--- config.mk ---
export PLATFORM = sky130hd
export DESIGN_NAME = muldiv_hilo_unit
export DESIGN_NICKNAME = d
export VERILOG_FILES = /design/src/rtl/muldiv_hilo_unit.sv
export SDC_FILE = /design/constraint.sdc
export NUM_CORES = 1
export LEC_CHECK = 0
export ABC_CLOCK_PERIOD_IN_PS = 6200
export CAP_MARGIN = 20
export CELL_PAD_IN_SITES_DETAIL_PLACEMENT = 0
export CELL_PAD_IN_SITES_GLOBAL_PLACEMENT = 2
export CORE_MARGIN = 10
export CORE_UTILIZATION = 28
export DETAILED_ROUTE_END_ITERATION = 16
export PLACE_DENSITY = 0.81
export SETUP_SLACK_MARGIN = 0.15
export SLEW_MARGIN = 40
export SYNTH_ARGS = -nofsm -noshare
export SYNTH_HDL_FRONTEND = slang
export SYNTH_SLANG_ARGS = --single-unit
--- constraint.sdc ---
create_clock -name clk -period 6.2 [get_ports clk]
set_clock_uncertainty 0.15 [all_clocks]
set_input_delay 0.62 -clock clk [delete_from_list [all_inputs] [get_ports clk]]
set_output_delay 0.62 -clock clk [all_outputs]
set_load 0.01 [all_outputs]
--- src/rtl/muldiv_hilo_unit.sv ---
// muldiv_hilo_unit: iterative multiply/divide unit with HI/LO registers for the EX stage.
// Radix-2 shift-add multiply (multu) and restoring divide (divu), one bit per cycle over
// WIDTH cycles, plus direct HI/LO writes (mthi/mtlo). busy stalls the pipeline while an
// operation iterates. done pulses in the cycle where HI/LO first show the new result.
// Optional macro MULDIV_SIGNED_EN adds signed mult (24) and div (26). With this macro,
// operands are converted to magnitudes on entry, and the results are sign-corrected on
// the final iteration.
module muldiv_hilo_unit #(
    parameter int WIDTH = 32,
    parameter int CNT_W = 6
) (
    input  logic             clk,
    input  logic             rst,
    input  logic             start,
    input  logic [5:0]       funct,
    input  logic [WIDTH-1:0] a,
    input  logic [WIDTH-1:0] b,
    output logic             busy,
    output logic             done,
    output logic [WIDTH-1:0] hi_q,
    output logic [WIDTH-1:0] lo_q
);

    localparam logic [5:0] F_MULTU = 6'd25;
    localparam logic [5:0] F_DIVU  = 6'd27;
    localparam logic [5:0] F_MTHI  = 6'd17;
    localparam logic [5:0] F_MTLO  = 6'd19;
`ifdef MULDIV_SIGNED_EN
    localparam logic [5:0] F_MULT  = 6'd24;
    localparam logic [5:0] F_DIV   = 6'd26;
`endif
    localparam logic [CNT_W-1:0] LAST_ITER = CNT_W'(WIDTH - 1);

    typedef enum logic [1:0] {IDLE, MUL, DIV, FIN} state_t;

    state_t               state_q, state_d;
    logic [CNT_W-1:0]     cnt_q, cnt_d;
    logic [2*WIDTH-1:0]   acc_q, acc_d;
    logic [WIDTH-1:0]     opa_q, opa_d;
    logic [WIDTH-1:0]     opb_q, opb_d;
    logic [WIDTH-1:0]     hi_d, lo_d;
`ifdef MULDIV_SIGNED_EN
    logic                 neg_res_q, neg_res_d;
    logic                 neg_rem_q, neg_rem_d;
    logic                 a_neg, b_neg;
`endif

    logic                 accept;
    logic                 is_mul, is_div;
    logic [WIDTH-1:0]     a_mag, b_mag;
    logic [WIDTH:0]       mul_sum;
    logic [2*WIDTH-1:0]   mul_next;
    logic [WIDTH:0]       div_shift;
    logic                 div_ge;
    logic [WIDTH-1:0]     div_diff;
    logic [2*WIDTH-1:0]   div_next;
    logic [2*WIDTH-1:0]   prod_final;
    logic [WIDTH-1:0]     quo_final, rem_final;

    assign busy = (state_q == MUL) || (state_q == DIV);
    assign done = (state_q == FIN);

    // Decode the request and form operand magnitudes; signed ops record which signs to restore
    always_comb begin
        accept = start && ((state_q == IDLE) || (state_q == FIN));
        is_mul = (funct == F_MULTU);
        is_div = (funct == F_DIVU);
        a_mag  = a;
        b_mag  = b;
`ifdef MULDIV_SIGNED_EN
        is_mul = is_mul || (funct == F_MULT);
        is_div = is_div || (funct == F_DIV);
        a_neg  = ((funct == F_MULT) || (funct == F_DIV)) && a[WIDTH-1];
        b_neg  = ((funct == F_MULT) || (funct == F_DIV)) && b[WIDTH-1];
        if (a_neg) a_mag = -a;
        if (b_neg) b_mag = -b;
`endif
    end

    // One iteration of each datapath: shift-add multiply step and restoring divide step
    always_comb begin
        mul_sum   = {1'b0, acc_q[2*WIDTH-1:WIDTH]} + (opb_q[0] ? {1'b0, opa_q} : {(WIDTH+1){1'b0}});
        mul_next  = {mul_sum, acc_q[WIDTH-1:1]};
        div_shift = {acc_q[2*WIDTH-1:WIDTH], acc_q[WIDTH-1]};
        div_ge    = (div_shift >= {1'b0, opb_q});
        div_diff  = div_shift[WIDTH-1:0] - opb_q;
        div_next  = {(div_ge ? div_diff : div_shift[WIDTH-1:0]), acc_q[WIDTH-2:0], div_ge};
        prod_final = mul_next;
        quo_final  = div_next[WIDTH-1:0];
        rem_final  = div_next[2*WIDTH-1:WIDTH];
`ifdef MULDIV_SIGNED_EN
        if (neg_res_q) begin
            prod_final = -mul_next;
            quo_final  = -div_next[WIDTH-1:0];
        end
        if (neg_rem_q) rem_final = -div_next[2*WIDTH-1:WIDTH];
`endif
    end

    // Next-state logic: launch operations, iterate, and write HI/LO on the last iteration
    always_comb begin
        state_d = state_q;
        cnt_d   = cnt_q;
        acc_d   = acc_q;
        opa_d   = opa_q;
        opb_d   = opb_q;
        hi_d    = hi_q;
        lo_d    = lo_q;
`ifdef MULDIV_SIGNED_EN
        neg_res_d = neg_res_q;
        neg_rem_d = neg_rem_q;
`endif
        case (state_q)
            MUL: begin
                acc_d = mul_next;
                opb_d = {1'b0, opb_q[WIDTH-1:1]};
                cnt_d = cnt_q + 1'b1;
                if (cnt_q == LAST_ITER) begin
                    state_d = FIN;
                    cnt_d   = '0;
                    hi_d    = prod_final[2*WIDTH-1:WIDTH];
                    lo_d    = prod_final[WIDTH-1:0];
                end
            end
            DIV: begin
                acc_d = div_next;
                cnt_d = cnt_q + 1'b1;
                if (cnt_q == LAST_ITER) begin
                    state_d = FIN;
                    cnt_d   = '0;
                    hi_d    = rem_final;
                    lo_d    = quo_final;
                end
            end
            IDLE, FIN: begin
                state_d = IDLE;
                if (accept) begin
                    if (is_mul) begin
                        state_d = MUL;
                        cnt_d   = '0;
                        acc_d   = '0;
                        opa_d   = a_mag;
                        opb_d   = b_mag;
`ifdef MULDIV_SIGNED_EN
                        neg_res_d = a_neg ^ b_neg;
                        neg_rem_d = 1'b0;
`endif
                    end else if (is_div) begin
                        state_d = DIV;
                        cnt_d   = '0;
                        acc_d   = {{WIDTH{1'b0}}, a_mag};
                        opb_d   = b_mag;
`ifdef MULDIV_SIGNED_EN
                        neg_res_d = (a_neg ^ b_neg) && (b != '0);
                        neg_rem_d = a_neg;
`endif
                    end else if (funct == F_MTHI) begin
                        hi_d = a;
                    end else if (funct == F_MTLO) begin
                        lo_d = a;
                    end
                end
            end
            default: state_d = IDLE;
        endcase
    end

    // State and datapath registers; reset aborts any operation and clears HI/LO
    always_ff @(posedge clk) begin
        if (rst) begin
            state_q <= IDLE;
            cnt_q   <= '0;
            acc_q   <= '0;
            opa_q   <= '0;
            opb_q   <= '0;
            hi_q    <= '0;
            lo_q    <= '0;
`ifdef MULDIV_SIGNED_EN
            neg_res_q <= 1'b0;
            neg_rem_q <= 1'b0;
`endif
        end else begin
            state_q <= state_d;
            cnt_q   <= cnt_d;
            acc_q   <= acc_d;
            opa_q   <= opa_d;
            opb_q   <= opb_d;
            hi_q    <= hi_d;
            lo_q    <= lo_d;
`ifdef MULDIV_SIGNED_EN
            neg_res_q <= neg_res_d;
            neg_rem_q <= neg_rem_d;
`endif
        end
    end

endmodule

* Yosys cells after proc, flatten, opt, wreduce, memory -nomap -nowiden
Index checks and enable logic that the tools add are counted.
** Storage, ports and cells
- Register bits :: 200
- Input port bits :: 73
- Output and inout bits :: 66
- Logic and storage cells :: 76
** Cells by class
- Add/subtract/negate cells :: 3
- Magnitude comparators :: 1
- Equal/unequal tests :: 18
- Multiplexer cells :: 35
- Reduce and logical (&&, ||, !) cells :: 12
** Operator list (count)
- 2-to-1 mux 32 bit :: 18
- 2-to-1 mux 64 bit :: 3
- case mux 32 bit (3 select lines) :: 2
- case mux 64 bit (3 select lines) :: 1
- case mux 32 bit (2 select lines) :: 1
- adder 32 x 32 -> 33 bit :: 1
- greater-or-equal comparator 33 x 32 -> 1 bit :: 1
- subtractor 32 bit :: 1
- == test 6 x 5 -> 1 bit, second input constant :: 5
- 2-to-1 mux 6 bit :: 4
- inequality test 2 bit, second input constant :: 6
- case mux 6 bit (2 select lines) :: 1
- 2-to-1 mux 2 bit :: 4
- AND reduction 7 bit :: 1
- adder 6 x 1 -> 6 bit, second input constant :: 1
- inequality test 2 x 1 -> 1 bit, second input constant :: 3
- AND reduction 3 bit :: 2
- AND reduction 6 bit :: 1
- == test 2 bit, second input constant :: 2
- case mux 2 bit (2 select lines) :: 1
- OR reduction 2 bit :: 2
- inequality test 3 bit, second input constant :: 1
- == test 2 x 1 -> 1 bit, second input constant :: 1
- zero test 2 bit :: 1
- 4 further kinds :: 5

* Depth between registers and ports, before layout
- Depth after elaboration :: 7
- Mapped depth :: 13
- Mapped depth without buffers :: 12

* Least setup slack after synthesis
Ideal clock, no wire load.
- Path kind :: register to register
- Start :: register opb_q[0]
- End :: register acc_q[60]
- Library setup time :: 91 ps
- Arrival :: 2869 ps
- Required time :: 5959 ps
- Setup slack :: 3090 ps
- Cell stages (with the launch flop) :: 12
- Path buffers :: 1
- Clock period less this slack :: 3110 ps
- Cell sequence :: dfxtp_1 -> clkbuf_1 -> and2_1 -> ha_1 -> a211oi_1 -> nor2_1 -> a2111oi_0 -> nor2_1 -> a21oi_1 -> o31ai_1 -> mux2_2 -> a311oi_1
** Between the ends
- Longest elaborated chain between the ends :: 3
- Elaborated cells on any way between the ends :: 6
- Classes of those cells :: 2 x add/sub; 1 x order compare; 3 x mux
** Ends and longest elaborated chain
- start, declared :: RTL line 40 : logic [WIDTH-1:0] opb_q, opb_d;
- start signal, assigned :: RTL line 187 : opb_q <= opb_d;
- subtractor 32 bit (tied with other cells) :: RTL line 86 : div_diff = div_shift[WIDTH-1:0] - opb_q;
- 2-to-1 mux 32 bit / adder 32 x 32 -> 33 bit (equally long branches) :: RTL line 87, 82
- case mux 64 bit (3 select lines) * :: RTL line 113 : case (state_q)
- end signal, assigned :: RTL line 173 : acc_q <= '0;
- end signal, assigned :: RTL line 185 : acc_q <= acc_d;
- end, declared :: RTL line 38 : logic [2*WIDTH-1:0] acc_q, acc_d;
Mark *: on every way between the ends. The rest lies on a longest branch, timed or not.
A chain may end at the register's enable or synchronous reset.

* Worst setup path after layout
- Start :: register opb_q[0]
- End :: register acc_q[57]
Same word-level chain as after synthesis.

==> results by stage <==
Outcome:
- The run finished with clean final reports.

Clocking:
- Clock tree synthesis inserted a total of 17 buffers.
- The clock net sink count is 200.
- TritonCTS built the clock tree.
- The clock slew seen by the registers of the worst setup and hold paths is 80 ps.
- The number of hold buffers added after CTS was 0.
- Gates resized during post-CTS repair numbered 0.
- The clock latency at the later pin of the worst-skew pair is 480 ps.
- The longest clock path from root to sink contains 2 buffers.
- The post-CTS repair timing setup buffer count is 0.
- The clock tree synthesis step divided the H-tree into 4 levels.
- In this run the clock root is driven by a clkbuf_16.

GRT:
- The wire length of the first global-routing pass is 75700 um.
- The via count of the first global-routing pass is 12406.
- The pin count of the biggest net entering global routing is 83.
- The aggregate global-route resource usage is 16.8%.
- The leftover overflow at the end of global routing is 0.
- The initial antenna violation count was 1.

Synthesis:
- The post-synthesis async set-or-reset flop share is 0%.
- The share of the yosys chip area belonging to registers is 30.3%.
- The cell with the most instances after synthesis is nand2_1.
- The primary flip-flop cell chosen by synthesis mapping is dfxtp_1.
- Counting flops with a built-in enable in the synthesized netlist gives 0.
- The register bit total from synthesis is 200.
- The number of nets handed over by synthesis was 1872.
- Synthesis handed over a netlist of 1728 instances.
- The warning count from the yosys run is 0.
- The cell type with the highest aggregate area in the netlist is dfxtp_1.
- By area the synthesized netlist is led by dfxtp_1 30%, ha_1 6.5%, a21oi_1 6.4%.
- Counting distinct cell types in the post-synthesis netlist gives 83.
- Counting instances in the post-synthesis netlist gives the leading cell types as 218 x nand2_1, 200 x dfxtp_1, 190 x nor2_1.
- The synthesized area is 13200 sq um.
- Summed over its instances, the top area cell type makes up 30.3% of the synthesized netlist area.
- The mean post-synth cell area is 7.64 sq um.

Finish:
- The finished cells cover 15700 sq um.
- The fraction of layout cells with a size suffix above 1 is 5.84%.
- Cells fill 33.7% of the core in the end.
- Compared with the post-synthesis result, the final layout area differs by 18.7%.
- At the end of the flow, the number of nets in the layout was 1929.

STA:
- Headroom to the max-slew limit came out at 47.4%.
- The final-report hold violation count came to 0.
- After layout, the worst setup slack is 2110 ps.
- The final clock period utilization by the worst path is 65.9%.
- Based on the critical path, the design can be clocked at up to 245 MHz.
- Setup repair after global routing left no endpoint under its margin.
- The number of setup violations in the final report is 0.
- The final critical-path required period is 4090 ps.
- The total negative slack for setup checks is 0 ps.
- For the pin with the worst max-slew slack, the measured transition is 789 ps.
- The final count of pins violating max slew is 0.

Routing:
- The number of design-rule violations left by the first detailed-router iteration is 949.
- The post-route DRC violation count is 0.
- After detailed routing, the number of vias per cell comes to 5.34.
- The final wirelength is 48600 um.
- After detailed routing, the average wire length per cell comes to 20.2 um.
- The detailed router placed 12836 vias in this run.
- The number of detailed-routing iterations run before antenna repair is 6.
- The count of nets left with antenna violations once routing finished came out at 0.

Run:
- The max capacitance violation total is 0.

Critical path:
- The critical path class is flip-flop to flip-flop.
- In this run the worst path has a maximum fanout of 34.
- At the worst endpoint, the arrival time is 4250 ps.
- The capturing element type of the critical path is a flip-flop.
- The type of origin of the critical path is a flip-flop.
- The worst endpoint required time is 6370 ps.

Floorplan:
- The die is 237 um tall.
- The total area inside the core boundary comes to 46600 sq um.
- The overall die area is 56300 sq um.
- The row count is 79.
- For this configuration, the core starts out at a cell density of 28.4%.
- From left edge to right edge, the die measures 237 um.
- Pin placement for this block handled 139 I/O pins.

Placement:
- The placed wire-length estimate is 36400 um.
- The worst slack after detailed placement is 2110 ps.
- The global placement routability congestion is 0.897.
- The count of buffers added on input and output ports is 138.
- After detailed placement, the total cell area comes to 15100 sq um.

Pwr:
- The total power per unit cell area is 211 nW/um^2.
- The standby leakage power is 5.77 nW.
- The worst-case IR drop observed on VDD is 0.176 mV.
- The total power consumption of the routed design is 0.00330 W.

Min path:
- The path class of the tightest hold or removal check is flip-flop to flip-flop.
## state kept, by name (all words and copies together), names as in the netlist
name and flops:
opa_q 32, lo_q 32, acc_q 64, opb_q 32
hi_q 32, cnt_q 6, state_q 2
## critical path, cell delays in order, from the launching register on
cell and delay (ps):
dfxtp_2 490, and2_1 220, ha_1 220, fa_1 410, a21o_1 190, a221oi_1 450, o21bai_1 220, a21oi_1 660
a21oi_1 190, xor2_1 190, a222oi_1 400, a211oi_1 140
## path summary, 6_finish.rpt
kind | startpoint | end | slack (ps) | cells past startpoint
setup / recovery | opb_q[0] | acc_q[57] | 2110 | 11
hold / removal | opa_q[23] | opa_q[23] | 300 | 2
setup reg to reg | opb_q[0] | acc_q[57] | 2110 | 11
hold reg to reg | opa_q[23] | opa_q[23] | 300 | 2
## routing by layer
| metal | global-route usage, % | wire length (um) | vias to the layer above |
|---|---|---|---|
| li1 | - | - | 6380 |
| met1 | 24.2 | 24500 | 6102 |
| met5 | 0 | 0 | - |
| met3 | 2.84 | 2210 | 30 |
| met4 | 4.19 | 672 | 0 |
| met2 | 25.4 | 21300 | 324 |
## logic make-up (layout without fill, tap and decap cells)
group	count (synthesis)	after routing	synth area share, %
multiplexers	79	79	6.27
buffers and inverters	172	241	5.22
AND/OR/NAND/NOR	634	634	21.7
flip-flops	200	200	30.3
other	0	1	0
XOR/XNOR	45	45	2.98
adder cells (fa/ha/maj)	71	71	6.84
AO/OA/AOI/OAI	527	527	26.7
## cell type report
class                           instances  area [sq um]
Sequential cell                       200          4010
Tap cell                              607           759
Clock inverter                         13           140
Fill cell                            4933         30900
Clock buffer                           18           439
Antenna cell                            1          2.50
Multi-Input combinational cell       1356          8600
Inverter                               52           195
Timing Repair Buffer                  158          1540
## through the flow
step | hold slack, ps | std cells
after floorplan | 282 | 1728
after global placement | 289 | 2372
after detailed placement | 295 | 2373
after CTS | 305 | 2404
after global routing | 319 | 2404
final | 304 | 2405
## placed cells by master (no fill, tap or decap), types with 36 or more instances in the layout
cell and instances:
o21ai_0 66, mux2i_1 67, a22oi_1 43, clkdlybuf4s50_1 137
ha_1 67, nand2_1 218, inv_1 51, a21oi_1 168
nand3_1 84, nor2_1 186, a211oi_1 85, dfxtp_1 199
and2_1 36
## power breakdown
| group | internal [W] | switching [W] | total (W) | leakage (nW) |
|---|---|---|---|---|
| combinational | 0.000335 | 0.000480 | 0.000815 | 3.87 |
| clock | 0.000575 | 0.000574 | 0.00115 | 0.276 |
| sequential | 0.00131 | 0.0000291 | 0.00134 | 1.62 |
No activity file was read; power rests on OpenSTA's default activity.
